### config.mk
export PLATFORM = sky130hd
export DESIGN_NAME = riscv_run_ctrl_flat
export DESIGN_NICKNAME = d
export VERILOG_FILES = /design/src/rtl/risc_pkg.sv /design/src/rtl/riscv_run_ctrl_if.sv /design/src/rtl/signature_buffer.sv /design/src/rtl/riscv_run_ctrl.sv /design/src/flat_wrapper.sv
export SDC_FILE = /design/constraint.sdc
export NUM_CORES = 1
export LEC_CHECK = 0
export CAP_MARGIN = 20
export CORE_MARGIN = 3
export CORE_UTILIZATION = 50
export CTS_BUF_LIST = sky130_fd_sc_hd__clkbuf_16
export DETAILED_ROUTE_END_ITERATION = 10
export DONT_BUFFER_PORTS = 1
export PLACE_DENSITY = 0.65
export SLEW_MARGIN = 15
export SYNTH_ARGS = -nofsm -noshare
export SYNTH_HDL_FRONTEND = slang
export SYNTH_SLANG_ARGS = --single-unit
### constraint.sdc
create_clock -name clk -period 6.2 [get_ports clk]
set_input_delay 0 -clock clk [delete_from_list [all_inputs] [get_ports clk]]
set_output_delay 0 -clock clk [all_outputs]
set_load 0.05 [all_outputs]
### src/rtl/risc_pkg.sv
// Shared types and constants for the riscv_32i run controller.
package risc_pkg;

  typedef enum logic [1:0] {
    StIdle  = 2'd0,
    StReset = 2'd1,
    StRun   = 2'd2,
    StDone  = 2'd3
  } run_state_t;

  localparam logic [31:0] INSTR_ECALL  = 32'h0000_0073;
  localparam logic [31:0] INSTR_EBREAK = 32'h0010_0073;

endpackage

### src/rtl/riscv_run_ctrl_if.sv
// Bundle of core snoop, control and status signals around the run controller.
interface riscv_run_ctrl_if #(
  parameter int unsigned XLEN      = 32,
  parameter int unsigned SIG_DEPTH = 8,
  parameter int unsigned CNT_WIDTH = 16
);
  localparam int unsigned IdxW = $clog2(SIG_DEPTH);

  logic                 start;
  logic                 core_res_n;
  logic [XLEN-1:0]      pc;
  logic [XLEN-1:0]      instr;
  logic                 dmem_wr_en;
  logic [XLEN-1:0]      dmem_wr_addr;
  logic [XLEN-1:0]      dmem_wr_data;
  logic [IdxW-1:0]      sig_rd_idx;
  logic [XLEN-1:0]      sig_rd_addr;
  logic [XLEN-1:0]      sig_rd_data;
  logic [IdxW:0]        sig_count;
  logic [1:0]           state;
  logic                 done;
  logic                 halted;
  logic                 timeout;
  logic                 overflow;
  logic [CNT_WIDTH-1:0] cycle_count;
  logic [CNT_WIDTH-1:0] wr_total;

  modport master (
    output start, pc, instr, dmem_wr_en, dmem_wr_addr, dmem_wr_data, sig_rd_idx,
    input  core_res_n, sig_rd_addr, sig_rd_data, sig_count, state, done, halted, timeout,
           overflow, cycle_count, wr_total
  );

  modport slave (
    input  start, pc, instr, dmem_wr_en, dmem_wr_addr, dmem_wr_data, sig_rd_idx,
    output core_res_n, sig_rd_addr, sig_rd_data, sig_count, state, done, halted, timeout,
           overflow, cycle_count, wr_total
  );
endinterface

### src/rtl/signature_buffer.sv
// Capture array of {addr, data} pairs with fill pointer, sticky overflow and comb read port.
module signature_buffer #(
  parameter int unsigned XLEN  = 32,
  parameter int unsigned DEPTH = 8,
  localparam int unsigned IdxW = $clog2(DEPTH),
  localparam int unsigned CntW = IdxW + 1
) (
  input  logic            clk,
  input  logic            res_n,
  input  logic            clear,
  input  logic            wr_en,
  input  logic [XLEN-1:0] wr_addr_i,
  input  logic [XLEN-1:0] wr_data_i,
  input  logic [IdxW-1:0] rd_idx_i,
  output logic [XLEN-1:0] rd_addr_o,
  output logic [XLEN-1:0] rd_data_o,
  output logic [CntW-1:0] count_o,
  output logic            overflow_o
);
  logic [XLEN-1:0] addr_mem [DEPTH];
  logic [XLEN-1:0] data_mem [DEPTH];
  logic [CntW-1:0] count_q, count_d;
  logic            ovf_q, ovf_d;
  logic            full;
  logic            rd_hit;

  assign full = (count_q == CntW'(DEPTH));

  always_comb begin
    count_d = count_q;
    ovf_d   = ovf_q;
    if (clear) begin
      count_d = '0;
      ovf_d   = 1'b0;
    end else if (wr_en) begin
      if (full) ovf_d = 1'b1;
      else      count_d = count_q + 1'b1;
    end
  end

  always_ff @(posedge clk) begin
    if (!res_n) begin
      count_q <= '0;
      ovf_q   <= 1'b0;
    end else begin
      count_q <= count_d;
      ovf_q   <= ovf_d;
    end
  end

  // Storage needs no reset: slots at or beyond count_q are never exposed.
  always_ff @(posedge clk) begin
    if (wr_en && !full) begin
      addr_mem[count_q[IdxW-1:0]] <= wr_addr_i;
      data_mem[count_q[IdxW-1:0]] <= wr_data_i;
    end
  end

  assign rd_hit     = ({1'b0, rd_idx_i} < count_q);
  assign rd_addr_o  = rd_hit ? addr_mem[rd_idx_i] : '0;
  assign rd_data_o  = rd_hit ? data_mem[rd_idx_i] : '0;
  assign count_o    = count_q;
  assign overflow_o = ovf_q;

endmodule

### src/rtl/riscv_run_ctrl.sv
// Run controller for riscv_32i: reset sequencing, timeout, halt detection, write capture.
module riscv_run_ctrl
  import risc_pkg::*;
#(
  parameter int unsigned XLEN         = 32,
  parameter int unsigned RESET_CYCLES = 4,
  parameter int unsigned MAX_CYCLES   = 112,
  parameter int unsigned HALT_REPEAT  = 2,
  parameter int unsigned SIG_DEPTH    = 8,
  parameter int unsigned CNT_WIDTH    = 16
) (
  input logic             clk,
  input logic             res_n,
  riscv_run_ctrl_if.slave bus
);
  localparam logic [CNT_WIDTH-1:0] CntMax  = '1;
  localparam logic [CNT_WIDTH-1:0] MaxCyc  = CNT_WIDTH'(MAX_CYCLES);
  localparam logic [CNT_WIDTH-1:0] HaltRep = CNT_WIDTH'(HALT_REPEAT);
  localparam logic [CNT_WIDTH-1:0] RstLoad = CNT_WIDTH'(RESET_CYCLES - 1);

  run_state_t           state_q, state_d;
  logic [CNT_WIDTH-1:0] cycle_q, cycle_d, wr_total_q, wr_total_d;
  logic [CNT_WIDTH-1:0] rst_cnt_q, rst_cnt_d, same_q, same_d;
  logic [CNT_WIDTH-1:0] cycle_nxt, same_nxt;
  logic [XLEN-1:0]      prev_pc_q, prev_pc_d;
  logic                 prev_vld_q, prev_vld_d, halted_q, halted_d, timeout_q, timeout_d;
  logic                 run, start_acc, pc_repeat, halt_hit, time_hit;

  assign run       = (state_q == StRun);
  assign start_acc = bus.start && ((state_q == StIdle) || (state_q == StDone));
  assign pc_repeat = prev_vld_q && (bus.pc == prev_pc_q);
  assign same_nxt  = !pc_repeat ? '0 : ((same_q == CntMax) ? same_q : same_q + 1'b1);
  assign cycle_nxt = (cycle_q == CntMax) ? cycle_q : cycle_q + 1'b1;
  assign halt_hit  = run && ((bus.instr == XLEN'(INSTR_ECALL)) ||
                             (bus.instr == XLEN'(INSTR_EBREAK)) || (same_nxt == HaltRep));
  assign time_hit  = run && (cycle_nxt == MaxCyc);

  always_ff @(posedge clk) begin
    if (!res_n) begin
      state_q    <= StIdle;
      cycle_q    <= '0;
      wr_total_q <= '0;
      rst_cnt_q  <= '0;
      same_q     <= '0;
      prev_pc_q  <= '0;
      prev_vld_q <= 1'b0;
      halted_q   <= 1'b0;
      timeout_q  <= 1'b0;
    end else begin
      state_q    <= state_d;
      cycle_q    <= cycle_d;
      wr_total_q <= wr_total_d;
      rst_cnt_q  <= rst_cnt_d;
      same_q     <= same_d;
      prev_pc_q  <= prev_pc_d;
      prev_vld_q <= prev_vld_d;
      halted_q   <= halted_d;
      timeout_q  <= timeout_d;
    end
  end

  always_comb begin
    state_d = state_q;
    unique case (state_q)
      StIdle:  if (bus.start) state_d = StReset;
      StReset: if (rst_cnt_q == '0) state_d = StRun;
      StRun:   if (halt_hit || time_hit) state_d = StDone;
      StDone:  if (bus.start) state_d = StReset;
      default: state_d = StIdle;
    endcase
  end

  always_comb begin
    cycle_d    = cycle_q;
    wr_total_d = wr_total_q;
    rst_cnt_d  = rst_cnt_q;
    same_d     = same_q;
    prev_pc_d  = prev_pc_q;
    prev_vld_d = prev_vld_q;
    halted_d   = halted_q;
    timeout_d  = timeout_q;
    if (start_acc) begin
      cycle_d    = '0;
      wr_total_d = '0;
      rst_cnt_d  = RstLoad;
      same_d     = '0;
      prev_pc_d  = '0;
      prev_vld_d = 1'b0;
      halted_d   = 1'b0;
      timeout_d  = 1'b0;
    end else if (state_q == StReset) begin
      if (rst_cnt_q != '0) rst_cnt_d = rst_cnt_q - 1'b1;
    end else if (run) begin
      cycle_d    = cycle_nxt;
      same_d     = same_nxt;
      prev_pc_d  = bus.pc;
      prev_vld_d = 1'b1;
      if (bus.dmem_wr_en && (wr_total_q != CntMax)) wr_total_d = wr_total_q + 1'b1;
      // Halt takes priority when it coincides with the timeout cycle.
      halted_d   = halt_hit;
      timeout_d  = time_hit && !halt_hit;
    end
  end

  always_comb begin
    bus.core_res_n  = run;
    bus.state       = state_q;
    bus.done        = (state_q == StDone);
    bus.halted      = halted_q;
    bus.timeout     = timeout_q;
    bus.cycle_count = cycle_q;
    bus.wr_total    = wr_total_q;
  end

  signature_buffer #(
    .XLEN  (XLEN),
    .DEPTH (SIG_DEPTH)
  ) u_sig_buf (
    .clk        (clk),
    .res_n      (res_n),
    .clear      (start_acc),
    .wr_en      (run && bus.dmem_wr_en),
    .wr_addr_i  (bus.dmem_wr_addr),
    .wr_data_i  (bus.dmem_wr_data),
    .rd_idx_i   (bus.sig_rd_idx),
    .rd_addr_o  (bus.sig_rd_addr),
    .rd_data_o  (bus.sig_rd_data),
    .count_o    (bus.sig_count),
    .overflow_o (bus.overflow)
  );

endmodule

### src/flat_wrapper.sv
// flat-port wrapper written by rule: the top's interface ports become plain ports
module riscv_run_ctrl_flat import risc_pkg::*;
#(
  parameter int unsigned XLEN         = 32,
  parameter int unsigned RESET_CYCLES = 4,
  parameter int unsigned MAX_CYCLES   = 112,
  parameter int unsigned HALT_REPEAT  = 2,
  parameter int unsigned SIG_DEPTH    = 8,
  parameter int unsigned CNT_WIDTH    = 16
)
  (clk, res_n, bus_start, bus_pc, bus_instr, bus_dmem_wr_en, bus_dmem_wr_addr, bus_dmem_wr_data, bus_sig_rd_idx, bus_core_res_n, bus_sig_rd_addr, bus_sig_rd_data, bus_sig_count, bus_state, bus_done, bus_halted, bus_timeout, bus_overflow, bus_cycle_count, bus_wr_total);
  riscv_run_ctrl_if #(.XLEN(XLEN), .SIG_DEPTH(SIG_DEPTH), .CNT_WIDTH(CNT_WIDTH)) bus_i ();
  input logic clk;
  input logic res_n;
  input wire logic [$bits(bus_i.start)-1:0] bus_start;
  input wire logic [$bits(bus_i.pc)-1:0] bus_pc;
  input wire logic [$bits(bus_i.instr)-1:0] bus_instr;
  input wire logic [$bits(bus_i.dmem_wr_en)-1:0] bus_dmem_wr_en;
  input wire logic [$bits(bus_i.dmem_wr_addr)-1:0] bus_dmem_wr_addr;
  input wire logic [$bits(bus_i.dmem_wr_data)-1:0] bus_dmem_wr_data;
  input wire logic [$bits(bus_i.sig_rd_idx)-1:0] bus_sig_rd_idx;
  output wire logic [$bits(bus_i.core_res_n)-1:0] bus_core_res_n;
  output wire logic [$bits(bus_i.sig_rd_addr)-1:0] bus_sig_rd_addr;
  output wire logic [$bits(bus_i.sig_rd_data)-1:0] bus_sig_rd_data;
  output wire logic [$bits(bus_i.sig_count)-1:0] bus_sig_count;
  output wire logic [$bits(bus_i.state)-1:0] bus_state;
  output wire logic [$bits(bus_i.done)-1:0] bus_done;
  output wire logic [$bits(bus_i.halted)-1:0] bus_halted;
  output wire logic [$bits(bus_i.timeout)-1:0] bus_timeout;
  output wire logic [$bits(bus_i.overflow)-1:0] bus_overflow;
  output wire logic [$bits(bus_i.cycle_count)-1:0] bus_cycle_count;
  output wire logic [$bits(bus_i.wr_total)-1:0] bus_wr_total;
  assign bus_i.start = bus_start;
  assign bus_i.pc = bus_pc;
  assign bus_i.instr = bus_instr;
  assign bus_i.dmem_wr_en = bus_dmem_wr_en;
  assign bus_i.dmem_wr_addr = bus_dmem_wr_addr;
  assign bus_i.dmem_wr_data = bus_dmem_wr_data;
  assign bus_i.sig_rd_idx = bus_sig_rd_idx;
  assign bus_core_res_n = bus_i.core_res_n;
  assign bus_sig_rd_addr = bus_i.sig_rd_addr;
  assign bus_sig_rd_data = bus_i.sig_rd_data;
  assign bus_sig_count = bus_i.sig_count;
  assign bus_state = bus_i.state;
  assign bus_done = bus_i.done;
  assign bus_halted = bus_i.halted;
  assign bus_timeout = bus_i.timeout;
  assign bus_overflow = bus_i.overflow;
  assign bus_cycle_count = bus_i.cycle_count;
  assign bus_wr_total = bus_i.wr_total;
  riscv_run_ctrl #(.XLEN(XLEN), .RESET_CYCLES(RESET_CYCLES), .MAX_CYCLES(MAX_CYCLES), .HALT_REPEAT(HALT_REPEAT), .SIG_DEPTH(SIG_DEPTH), .CNT_WIDTH(CNT_WIDTH)) u_core (.clk(clk), .res_n(res_n), .bus(bus_i));
endmodule
* Word level (Yosys, flattened, before mapping)
Memory sizes are Yosys's and may differ from the RTL's. Index checks and enable logic that the tools add are counted.
Operators by class: bitwise operators 3, magnitude comparators 1, add/sub/neg operators 5, muxes and demuxes 14, equality and inequality tests 15, reduce and logical (&&, ||, !) cells 28
Operator list (count):
- 32-bit two-way mux | 2
- 16-bit by 1-bit adder with 16-bit output, second input constant | 3
- 16-bit two-way mux | 3
- 16-bit == test, second input constant | 2
- 32-bit by 21-bit == test with 1-bit output, second input constant | 1
- 32-bit == test | 1
- 32-bit by 7-bit == test with 1-bit output, second input constant | 1
- 16-bit by 2-bit == test with 1-bit output, second input constant | 1
- 16-bit by 7-bit == test with 1-bit output, second input constant | 1
- 16-bit zero test | 1
- 16-bit inequality test, second input constant | 1
- 16-bit nonzero test | 1
- 16-bit by 1-bit subtractor with 16-bit output, second input constant | 1
- 2-bit two-way mux | 6
- 2-bit AND reduction | 5
- 1-bit logical AND | 8
- 2-bit case mux with 3 select lines | 1
- 3-bit AND reduction | 2
- 4-bit by 1-bit adder with 4-bit output, second input constant | 1
- 2-bit == test, second input constant | 2
- 4-bit == test, second input constant | 1
- 1-bit logical OR | 4
- 3-bit by 4-bit less-than comparator with 1-bit output | 1
- 2-bit by 1-bit inequality test with 1-bit output, second input constant | 2
- 8 further kinds | 14
Storage, ports and cells: bits in registers 106, bits of input ports 135, memories 2, bits in writable memories 512, output and inout bits 107
Memories:
- u_core.u_sig_buf.addr_mem | words 8, width 32, read ports 1, clocked after Yosys merged registers in 0, wr ports 1, RTL line signature_buffer.sv:20 | logic [XLEN-1:0] addr_mem [DEPTH];
- u_core.u_sig_buf.data_mem | words 8, width 32, read ports 1, clocked after Yosys merged registers in 0, wr ports 1, RTL line signature_buffer.sv:21 | logic [XLEN-1:0] data_mem [DEPTH];

* Longest topological paths before layout
depth in word-level cells 9, mapped depth 11, depth with buffers taken out 10

* By module
A second synthesis with hierarchy kept.
Second synthesis, totals: cell total of the unflattened synthesis 1725, area total of the unflattened synthesis 25742.2 um^2
By module, submodules not included:
- signature_buffer | instances 1, area an instance 20276.9 um^2, cells an instance 1071, sequential area each 15474.8 um^2
- riscv_run_ctrl | instances 1, area an instance 5465.2 um^2, cells an instance 654, sequential area each 2021.9 um^2

* Worst setup path after synthesis
Ideal clock, no wire load.
path kind flip-flop to flip-flop, start register u_core.state_q[1], in the netlist u_core.bus.state[1], end memory u_core.u_sig_buf.addr_mem[0][0] (enable), setup time 0.564 ns, arrival time 6.208 ns, setup slack -0.573 ns, stages on the path, launching flop included 5, period minus slack after synthesis 6.773 ns, path buffers 1, required time 5.636 ns, cell sequence dfxtp_1 > ha_1 > clkbuf_1 > nand4_1 > nor3_1
On the way: longest elaborated chain between the ends 5
RTL lines:
- from (decl) | RTL line riscv_run_ctrl.sv:21 | run_state_t state_q, state_d;
- from (signal assigned) | RTL line riscv_run_ctrl.sv:40 | state_q <= StIdle;
- from (signal assigned) | RTL line riscv_run_ctrl.sv:50 | state_q <= state_d;
- 2-bit == test | RTL line riscv_run_ctrl.sv:29 | assign run = (state_q == StRun);
- named net bus_core_res_n | RTL line flat_wrapper.sv:22 | output wire logic [$bits(bus_i.core_res_n)-1:0] bus_core_res_n;
- 1-bit logical AND | RTL line riscv_run_ctrl.sv:122 | .wr_en (run && bus.dmem_wr_en),
- 1-bit logical AND | RTL line signature_buffer.sv:53 | if (wr_en && !full) begin
- 1-bit two-way mux | RTL line signature_buffer.sv:53
- 1-bit two-way mux (implied by the code) | RTL line signature_buffer.sv:54 | addr_mem[count_q[IdxW-1:0]] <= wr_addr_i;
- to (decl) | RTL line signature_buffer.sv:20
The timed path passes the listed nets, and every way through them passes these cells.

* Worst setup path in the final report
start register u_core.state_q[1], in the netlist u_core.bus.state[1], end register u_core.wr_total_q[9], in the netlist u_core.bus.wr_total[9]
RTL lines:
- 2-bit == test | RTL line riscv_run_ctrl.sv:29
- named net bus_core_res_n | RTL line flat_wrapper.sv:22
- 3-bit AND reduction (no source line)
- to (signal assigned) | RTL line riscv_run_ctrl.sv:52 | wr_total_q <= wr_total_d;
- to (decl) | RTL line riscv_run_ctrl.sv:22 | logic [CNT_WIDTH-1:0] cycle_q, cycle_d, wr_total_q, wr_total_d;
The timed path passes the listed nets, and every way through them passes these cells. A chain may end at the register's enable or synchronous reset.

==> summary.txt <==
Clocking
  – Clk sinks: 618
  – Post-CTS sizing: 0
  – Htree depth: 3
  – Skew-Pair Late Insertion Delay: 0.60 ns
  – Root Buffer: clkbuf_16
  – Clk slew on worst S/H paths: 0.06 ns
  – Bufs on Longest Clock Path: 3
  – Postcts setup bufs: 0
  – Total CTS buffers: 66
  – CTS tree: done
  – Hold_buf cts: 103

Pwr
  – Reg power frac: 0.511
  – Comb power frac: 0.102
  – Pleak: 0.00948 uW
  – P per Cell Area: approximately 320 nW/um^2
  – Cell internal pwr: 7070 uW
  – Net Sw Frac: 0.240
  – Max VDD drop: between 0.2 and 0.25 mV
  – Clock share of power: 0.387
  – Net Sw Power: 2240 uW

Finish
  – Fin nets: 1758
  – Share of post-route cells with drive strength above 1: 0.153
  – Layout Utilization: 0.588
  – Final instance area: 28800 um^2
  – Area growth syn-to-layout: 15.6%

Floorplanning
  – Chip Height: 229 um
  – Initial Util: 0.508
  – Row count: about 80
  – I/O pin total: 242
  – Die area: 52600 um^2
  – Die width: 229 um
  – Core footprint: 49100 um^2

Synth
  – Yosys warnings: 0
  – Syn Inst Count: around 1.5k
  – Cell taking the most area after synthesis: edfxtp_1
  – Count leader, synth: edfxtp_1
  – Syn avg cell area: 16.7 um^2
  – EDFF count, synth: between 500 and 600
  – Synth async-reset ratio: 0
  – Synthesized cell area: between 20000 and 25000 um^2
  – Sequential-to-total area share from yosys stat: 0.702
  – Synth cell types: 57
  – Top cell type's share of synthesized area: 0.617
  – Synth Flop Type: edfxtp_1
  – Mapped Nets: 1640
  – Ranking of synthesized cells by area: edfxtp_1 (62%), mux4_2 (12%), dfxtp_1 (8.5%), mux2i_1 (4.2%), nor2_1 (2.7%)
  – Seq cells post-synth: 618
  – Post-synth top cells: edfxtp_1 (512), nor2_1 (179), mux4_2 (128), dfxtp_1 (106), mux2i_1 (104)

Placed design
  – Post-DP Area: 25700 um^2
  – Pre-CTS setup slack: 2.16 ns
  – Placer congestion estimate: 0.819
  – HPWL Detailed: 29.2 mm
  – Port-buffer cells: 0

Route
  – Detailed router's first-iteration violation count: 1108
  – Pre-antenna DRT Iters: 5
  – DR vias: between 10k and 15k
  – Post-route ant nets: 0
  – DR DRC count: 0
  – Routed len/inst: roughly 23 um
  – Routed Wire Length: 52.8 mm
  – Via-to-Cell Ratio: 5.72

Run status
  – Status: finished clean

Timing
  – Minimum clock period after layout: 3.98 ns
  – Fin. max-slew vios: 0
  – F_max: 251 MHz
  – Final WS setup: 2.22 ns
  – Worst-Margin Slew: 1.10 ns
  – Final hold violation count: 0
  – Fin Clk Skew: about 0.02 ns
  – RSZ-0062 raised after global routing: false
  – Relative slew slack: 0.263
  – Final hold slack: 0.0784 ns
  – Setup TNS: 0 ns
  – Crit share post-route: 0.642
  – Setup Viol. Count Final: 0

Critical path
  – WP buf/inv: 1
  – Crit-path cells: ha_4 > buf_4 > nand2_1 > a311oi_2 > nand4_1 > nor2_1 > nand4_1 > xor2_1 > nor2_1
  – Startpoint Class: register
  – Crit Path Class: reg -> reg
  – Slowest stage cell, crit path: dfxtp_1
  – Worst path top cell family by delay: simple AND/OR/NAND/NOR gates
  – Setup crit end kind: register
  – Slowest stage delay, CP: 0.75 ns
  – Critical path peak fanout: 53
  – WP data required: 6.72 ns
  – Critical path arrival: 4.50 ns

Global route
  – GRT Total Usage: 0.203
  – First-pass GRT wire length: a little over 80 mm
  – Vias in the first global route: 13.8k
  – GR Overflow Total: 0
  – Largest net degree at the start of global routing: 130
  – Initial antenna violation count: 8

Min path
  – Hold Path Class: in -> reg

Run
  – Max Cap Viol: 0
-- final cells by class --
class / instances / area, um^2
Clock buffer: 67 / 1680
Timing Repair Buffer: 123 / 1260
Antenna cell: 3 / 7.51
Clock inverter: 51 / 317
Tap cell: 664 / 831
Sequential cell: 618 / 17500
Inverter: 14 / 52.6
Multi-Input combinational cell: 788 / 7180
Fill cell: 3744 / 20200
-- worst paths after layout --
path | startpoint | slack, ns | cells past startpoint | to
worst max-delay path | u_core.bus.state[1] | 2.22 | 9 | u_core.bus.wr_total[9]
worst min-delay path | bus_pc[3] | 0.08 | 7 | u_core.same_q[2]
worst max register to register | u_core.bus.state[1] | 2.22 | 9 | u_core.bus.wr_total[9]
worst min register to register | u_core.prev_vld_q | 0.48 | 2 | u_core.prev_vld_q
-- per-stage QoR --
| step | std cells | power [uW] |
|---|---|---|
| floorplan | 1493 | 5570 |
| CTS | 2323 | 9400 |
| global placement | 2101 | 5660 |
| detailed placement | 2102 | 5690 |
| finish | 2328 | 9300 |
| global route | 2326 | 9680 |
-- power groups by stage --
stage	sequential [uW]	clock [uW]	combinational, uW
2_1_floorplan	4820	0	745
3_3_place_gp	4830	0	829
3_5_place_dp	4840	0	846
4_1_cts	4750	3700	947
5_1_grt	4770	3870	1040
6_report	4750	3600	950
-- cell usage in the layout (no fill, tap or decap), types with 4 or more instances in the layout --
cell type	netlist	layout
dlygate4sd3_1	0	104
nor3_1	26	24
a211oi_1	6	6
a21oi_1	28	28
clkbuf_16	0	67
xnor2_1	24	24
nand2_1	67	66
mux4_2	128	128
clkinv_2	0	10
nand4_1	28	28
buf_4	3	14
ha_1	12	11
clkinv_1	0	12
or3_1	8	8
nand2b_1	4	4
nand3_1	30	30
or4_1	6	6
edfxtp_1	512	512
and3_1	6	6
mux2i_1	104	104
inv_1	14	34
dfxtp_1	106	106
nor4_1	16	16
and4_1	5	5
o21ai_0	18	18
nor2_4	0	7
nor2_1	179	172
xor2_1	55	55
-- layer usage --
layer  track usage  vias up  wire, um
met1         0.266     6779     22300
met5             0        -        55
li1              -     6053         -
met4        0.0596       10      1290
met3        0.0494      100      2990
met2         0.339      366     26200
-- cells by family (layout without fill, tap and decap cells) --
| family | count (synthesis) | after routing | share of synthesized area |
|---|---|---|---|
| AOI/OAI and AO/OA | 73 | 73 | 0.0186 |
| xor gates and xnor gates | 79 | 79 | 0.0278 |
| adders and majority gates | 12 | 12 | 0.00602 |
| buffers and inverters | 87 | 255 | 0.0137 |
| DFF | 618 | 618 | 0.702 |
| muxes | 233 | 233 | 0.158 |
| other | 0 | 3 | 0 |
| and+or+nand+nor | 391 | 391 | 0.0739 |
-- flip-flops by register name, indices dropped and copies added (netlist names) --
name / flops
u_core.u_sig_buf.addr_mem: 256
u_core.u_sig_buf.data_mem: 256
u_core.prev_pc_q: 32
u_core.bus.cycle_count: 16
u_core.bus.wr_total: 16
u_core.rst_cnt_q: 16
u_core.same_q: 16
u_core.u_sig_buf.count_o: 4
u_core.bus.state: 2
u_core.bus.halted: 1
u_core.bus.timeout: 1
u_core.prev_vld_q: 1
u_core.u_sig_buf.overflow_o: 1
-- worst min-delay path: cells and delay by family --
family / cells / cell delay [ns]
AO/OA/AOI/OAI: 1 / 0.06
AND/OR/NAND/NOR: 4 / 0.24
buffers and inverters: 1 / 0.19
XOR/XNOR: 1 / 0.11
No activity file was read; power rests on OpenSTA's default activity.
